File: config.mk
export PLATFORM = sky130hd
export DESIGN_NAME = seq_mul_acc
export DESIGN_NICKNAME = d
export VERILOG_FILES = /design/src/rtl/seq_mul_acc.sv
export SDC_FILE = /design/constraint.sdc
export NUM_CORES = 1
export LEC_CHECK = 0
export CORE_UTILIZATION = 53
export CTS_BUF_LIST = sky130_fd_sc_hd__clkbuf_16
export DETAILED_ROUTE_END_ITERATION = 6
export GPL_ROUTABILITY_DRIVEN = 0
export PLACE_DENSITY = 0.85
export SKIP_CTS_REPAIR_TIMING = 1
export SLEW_MARGIN = 10
export SYNTH_ARGS = -nofsm -noshare
export SYNTH_HDL_FRONTEND = slang
export SYNTH_SLANG_ARGS = --single-unit
File: constraint.sdc
create_clock -name clk -period 3.7 [get_ports clk]
set_input_delay 0.925 -clock clk [delete_from_list [all_inputs] [get_ports clk]]
set_output_delay 0.925 -clock clk [all_outputs]
set_load 0.02 [all_outputs]
File: src/rtl/seq_mul_acc.sv
// Sequential shift-add multiplier with optional accumulate into the held result.
// One operation takes WIDTH RUN cycles; o/ovf update together with a one-cycle done pulse.
module seq_mul_acc #(
    parameter int WIDTH = 4
) (
    input  logic                 clk,
    input  logic                 rst,
    input  logic                 start,
    input  logic                 acc_en,
    input  logic [WIDTH-1:0]     a,
    input  logic [WIDTH-1:0]     b,
    output logic [2*WIDTH-1:0]   o,
    output logic                 ovf,
    output logic                 busy,
    output logic                 done
);

    localparam int PW = 2 * WIDTH;
    localparam int CW = $clog2(WIDTH + 1);
    localparam logic [CW-1:0] LAST_CNT = CW'(WIDTH - 1);

    typedef enum logic {
        IDLE = 1'b0,
        RUN  = 1'b1
    } state_t;

    state_t          state_q, state_d;
    logic [CW-1:0]   cnt_q, cnt_d;
    logic [PW-1:0]   mcand_q, mcand_d;
    logic [WIDTH-1:0] mplier_q, mplier_d;
    logic [PW-1:0]   part_q, part_d;
    logic            acc_q, acc_d;
    logic [PW-1:0]   o_q, o_d;
    logic            ovf_q, ovf_d;
    logic            done_q, done_d;

    logic [PW-1:0]   part_next;
    logic [PW:0]     acc_sum;

    always_ff @(posedge clk or posedge rst) begin
        if (rst) begin
            state_q  <= IDLE;
            cnt_q    <= '0;
            mcand_q  <= '0;
            mplier_q <= '0;
            part_q   <= '0;
            acc_q    <= 1'b0;
            o_q      <= '0;
            ovf_q    <= 1'b0;
            done_q   <= 1'b0;
        end else begin
            state_q  <= state_d;
            cnt_q    <= cnt_d;
            mcand_q  <= mcand_d;
            mplier_q <= mplier_d;
            part_q   <= part_d;
            acc_q    <= acc_d;
            o_q      <= o_d;
            ovf_q    <= ovf_d;
            done_q   <= done_d;
        end
    end

    always_comb begin
        state_d  = state_q;
        cnt_d    = cnt_q;
        mcand_d  = mcand_q;
        mplier_d = mplier_q;
        part_d   = part_q;
        acc_d    = acc_q;
        o_d      = o_q;
        ovf_d    = ovf_q;
        done_d   = 1'b0;

        part_next = part_q + (mplier_q[0] ? mcand_q : '0);
        // o is untouched during RUN, so o_q here is still the value seen at the start edge
        acc_sum   = {1'b0, o_q} + {1'b0, part_next};

        case (state_q)
            IDLE: begin
                if (start) begin
                    mcand_d  = {{WIDTH{1'b0}}, a};
                    mplier_d = b;
                    acc_d    = acc_en;
                    part_d   = '0;
                    cnt_d    = '0;
                    state_d  = RUN;
                end
            end
            RUN: begin
                part_d   = part_next;
                mplier_d = mplier_q >> 1;
                mcand_d  = mcand_q << 1;
                cnt_d    = cnt_q + CW'(1);
                if (cnt_q == LAST_CNT) begin
                    state_d = IDLE;
                    done_d  = 1'b1;
                    if (acc_q) begin
                        o_d   = acc_sum[PW-1:0];
                        ovf_d = acc_sum[PW];
                    end else begin
                        o_d   = part_next;
                        ovf_d = 1'b0;
                    end
                end
            end
            default: state_d = IDLE;
        endcase
    end

    assign busy = (state_q == RUN);
    assign o    = o_q;
    assign ovf  = ovf_q;
    assign done = done_q;

endmodule

==> results.yml <==
power:
  ir_worst_vdd_mv: 0.451
  finalPower_mw: 2.19
  powerDensity_mw_per_mm2: 848
  leakage_nw: 1.23
grt:
  grt_pass1_vias: 1578
  grt_usage: 0.212
  grt_pass1_wl_mm: 6.93
  gr-usage-met1: 0.265
  antenna_found_initial: 0
  met3_usage: 0.0466
  grt_use_met2: 0.361
  busiest_layer: "met2"
  grt.overflow.total: 0
  grt_max_degree: 48
clock_network:
  htree_levels: 2
  cts_tree: "built"
  clk_latency_ns: 0.28
  clk_pin_slew_worst_paths_ns: 0.05
  numClockSinks: 35
  cts_buffers: 5
  root_buffer: "clkbuf_16"
  cts_max_path_buffers: 2
route:
  drt-initial-drc-count: 103
  drtPass1Iterations: 4
  ant_nets: 0
  wl_per_cell_microns: 13.4
  drt-total-wl_mm: 4.01
  drc: 0
  via_count: 1692
  via_per_inst: 5.66
placed_design:
  dp.final_hpwl_mm: 2.88
  post_dp_cell_area_sq_mm: 0.00244
  port_buffers: 22
  dp_cells: 291
  dp_worst_setup_slack_ns: 0.454
layout:
  stdcell_count: 299
  design_area_sq_mm: 0.00258
  area_growth_syn_to_layout_pct: 18.7
  nets: 282
  final_util: 0.679
  antenna_cells: 0
  drive_gt1_frac: 0.0637
synthesis:
  synth_area_sq_mm: 0.00217
  synth.distinct_cells: 38
  ys_seq_area_frac: 0.403
  yosys_register_bits: 35
  avgSynthCellArea_sq_um: 9.57
  netlist.area_leader.share: 0.403
  synth_warnings: 0
  yosysTopAreaCell: "dfrtp_1"
  synth_fp_nets: 259
  synth_cells: 227
  synthTopCellsByArea: "dfrtp_1, ha_1, o21ai_0, mux2i_1, nand2b_1"
sta:
  slew_headroom: 0.655
  setup_ws_ns: 0.414
  hold_slack_ns: 0.477
  min_period_ns: 3.29
  finalSetupViolations: 0
  period_share: 0.888
  finalMaxSlewViolations: 0
  fmax_mhz: 304
  clock_skew_ns: 0.00238
  worst_pin_slew_ns: 0.516
  hold_viol: 0
  setup_tns_ns: 0
  rsz0062_at_grt: "false"
min_path:
  worstHoldPathType: "reg2reg"
worst_setup_path:
  cp_num_buf_inv: 0
  path_max_fanout: 9
  start_kind: "flip-flop"
  crit_family: "compound AO/OA/AOI/OAI gates"
  critical_path_class: "reg2reg"
  arrival_ns: 3.50
  crit_chain: "and2_1 -> ha_1 -> fa_1 -> a21oi_1 -> o21ai_0 -> a21oi_1 -> ha_1 -> a21o_1 -> a21o_1 -> or3_1 -> nand3_1 -> o311a_1"
  cp_slowest_cell: "dfrtp_1"
  worstPathRequired_ns: 3.91
  critPathMaxStageDelay_ns: 0.45
  end_kind: "flip-flop"
floorplanning:
  die_h_microns: 66.0
  dieArea_sq_mm: 0.00436
  ioPinCount: 23
  die_x_microns: 66.0
  rows: 22
  coreArea_sq_mm: 0.00380
  initial_utilization: 0.572
job:
  drv_cap: 0
outcome:
  status: "complete, no violations"
worst register-to-register path, stage by stage (launching register included):
cell     delay, ns
dfrtp_1       0.45
and2_1        0.17
ha_1          0.23
fa_1          0.42
a21oi_1       0.27
o21ai_0       0.12
a21oi_1       0.23
ha_1          0.36
a21o_1        0.23
a21o_1        0.18
or3_1         0.35
nand3_1       0.08
o311a_1       0.16
layout make-up:
| class | instances | area [sq um] |
|---|---|---|
| fill | 311 | 1220 |
| tap | 48 | 60.1 |
| clock inverter | 3 | 12.5 |
| sequential | 35 | 876 |
| clock buffer | 5 | 125 |
| timing repair buffer | 25 | 243 |
| inverter | 6 | 22.5 |
| multi-input combinational | 177 | 1240 |
per-layer routing:
layer / vias up / wire, microns
met5: - / 0
met4: 0 / 53
met3: 7 / 109
met2: 20 / 1980
met1: 826 / 1870
li1: 839 / -
cells in the final DEF (no fill, tap or decap), types with 3 or more instances in the layout:
master	count
a21oi_1	7
nor2_1	11
o21ai_0	26
nand2_1	28
nand3_1	3
clkbuf_16	5
clkdlybuf4s50_1	22
xnor2_1	6
a211oi_1	3
ha_1	18
inv_1	8
mux2i_1	12
dfrtp_1	35
xor2_1	3
buf_4	3
and2_1	7
a21o_1	7
nand2b_1	17
cells by family after synthesis:
| family | after synthesis | synth area share |
|---|---|---|
| adders and majority gates | 20 | 0.122 |
| DFF | 35 | 0.403 |
| buffers and inverters | 15 | 0.0259 |
| muxes | 14 | 0.0656 |
| AOI/OAI and AO/OA | 59 | 0.175 |
| and+or+nand+nor | 75 | 0.172 |
| xor gates and xnor gates | 9 | 0.0363 |
cells in the mapped netlist:
cell type,n
mux2_2,2
ha_1,18
dfrtp_1,35
and2_1,7
nor3_1,1
nor2_1,11
clkbuf_1,8
xor2_1,3
a21oi_1,7
o21ai_0,26
o31ai_2,1
nor3b_1,2
nor4b_1,2
mux2i_1,12
o21a_1,1
nor2b_1,2
o21ai_1,2
o311ai_2,1
xnor2_1,6
inv_1,6
a21o_2,1
nand2b_1,17
o311a_1,1
a31oi_1,1
a22o_1,1
a211oi_1,3
nand2_2,1
o31ai_1,2
or3_1,1
fa_1,2
buf_1,1
o211ai_1,2
a21o_1,7
o21bai_1,1
a211oi_2,1
a221o_1,1
nand3_1,3
nand2_1,28
worst paths after layout:
| path | start | end | slack (ns) | depth (start not counted) |
|---|---|---|---|---|
| setup / recovery | mplier_q[0] | o[7] | 0.41 | 12 |
| hold / removal | mplier_q[3] | mplier_q[2] | 0.48 | 2 |
| setup reg to reg | mplier_q[0] | o[7] | 0.41 | 12 |
| hold reg to reg | mplier_q[3] | mplier_q[2] | 0.48 | 2 |
| max in group asynchronous | rst | o[2] | 2.33 | 3 |
| min in group asynchronous | rst | cnt_q[0] | 1.05 | 3 |
where the power goes:
| part | internal [mW] | switching (mW) | leakage (nW) |
|---|---|---|---|
| clock | 0.243 | 0.143 | 0.0762 |
| sequential | 0.543 | 0.132 | 0.454 |
| combinational | 0.521 | 0.607 | 0.703 |
state kept, by name, summed over array words and instances (netlist names):
name,count
mplier_q,4
done,1
acc_q,1
ovf,1
cnt_q,3
part_q,8
busy,1
o,8
mcand_q,8
(Power assumes the default switching activity.)
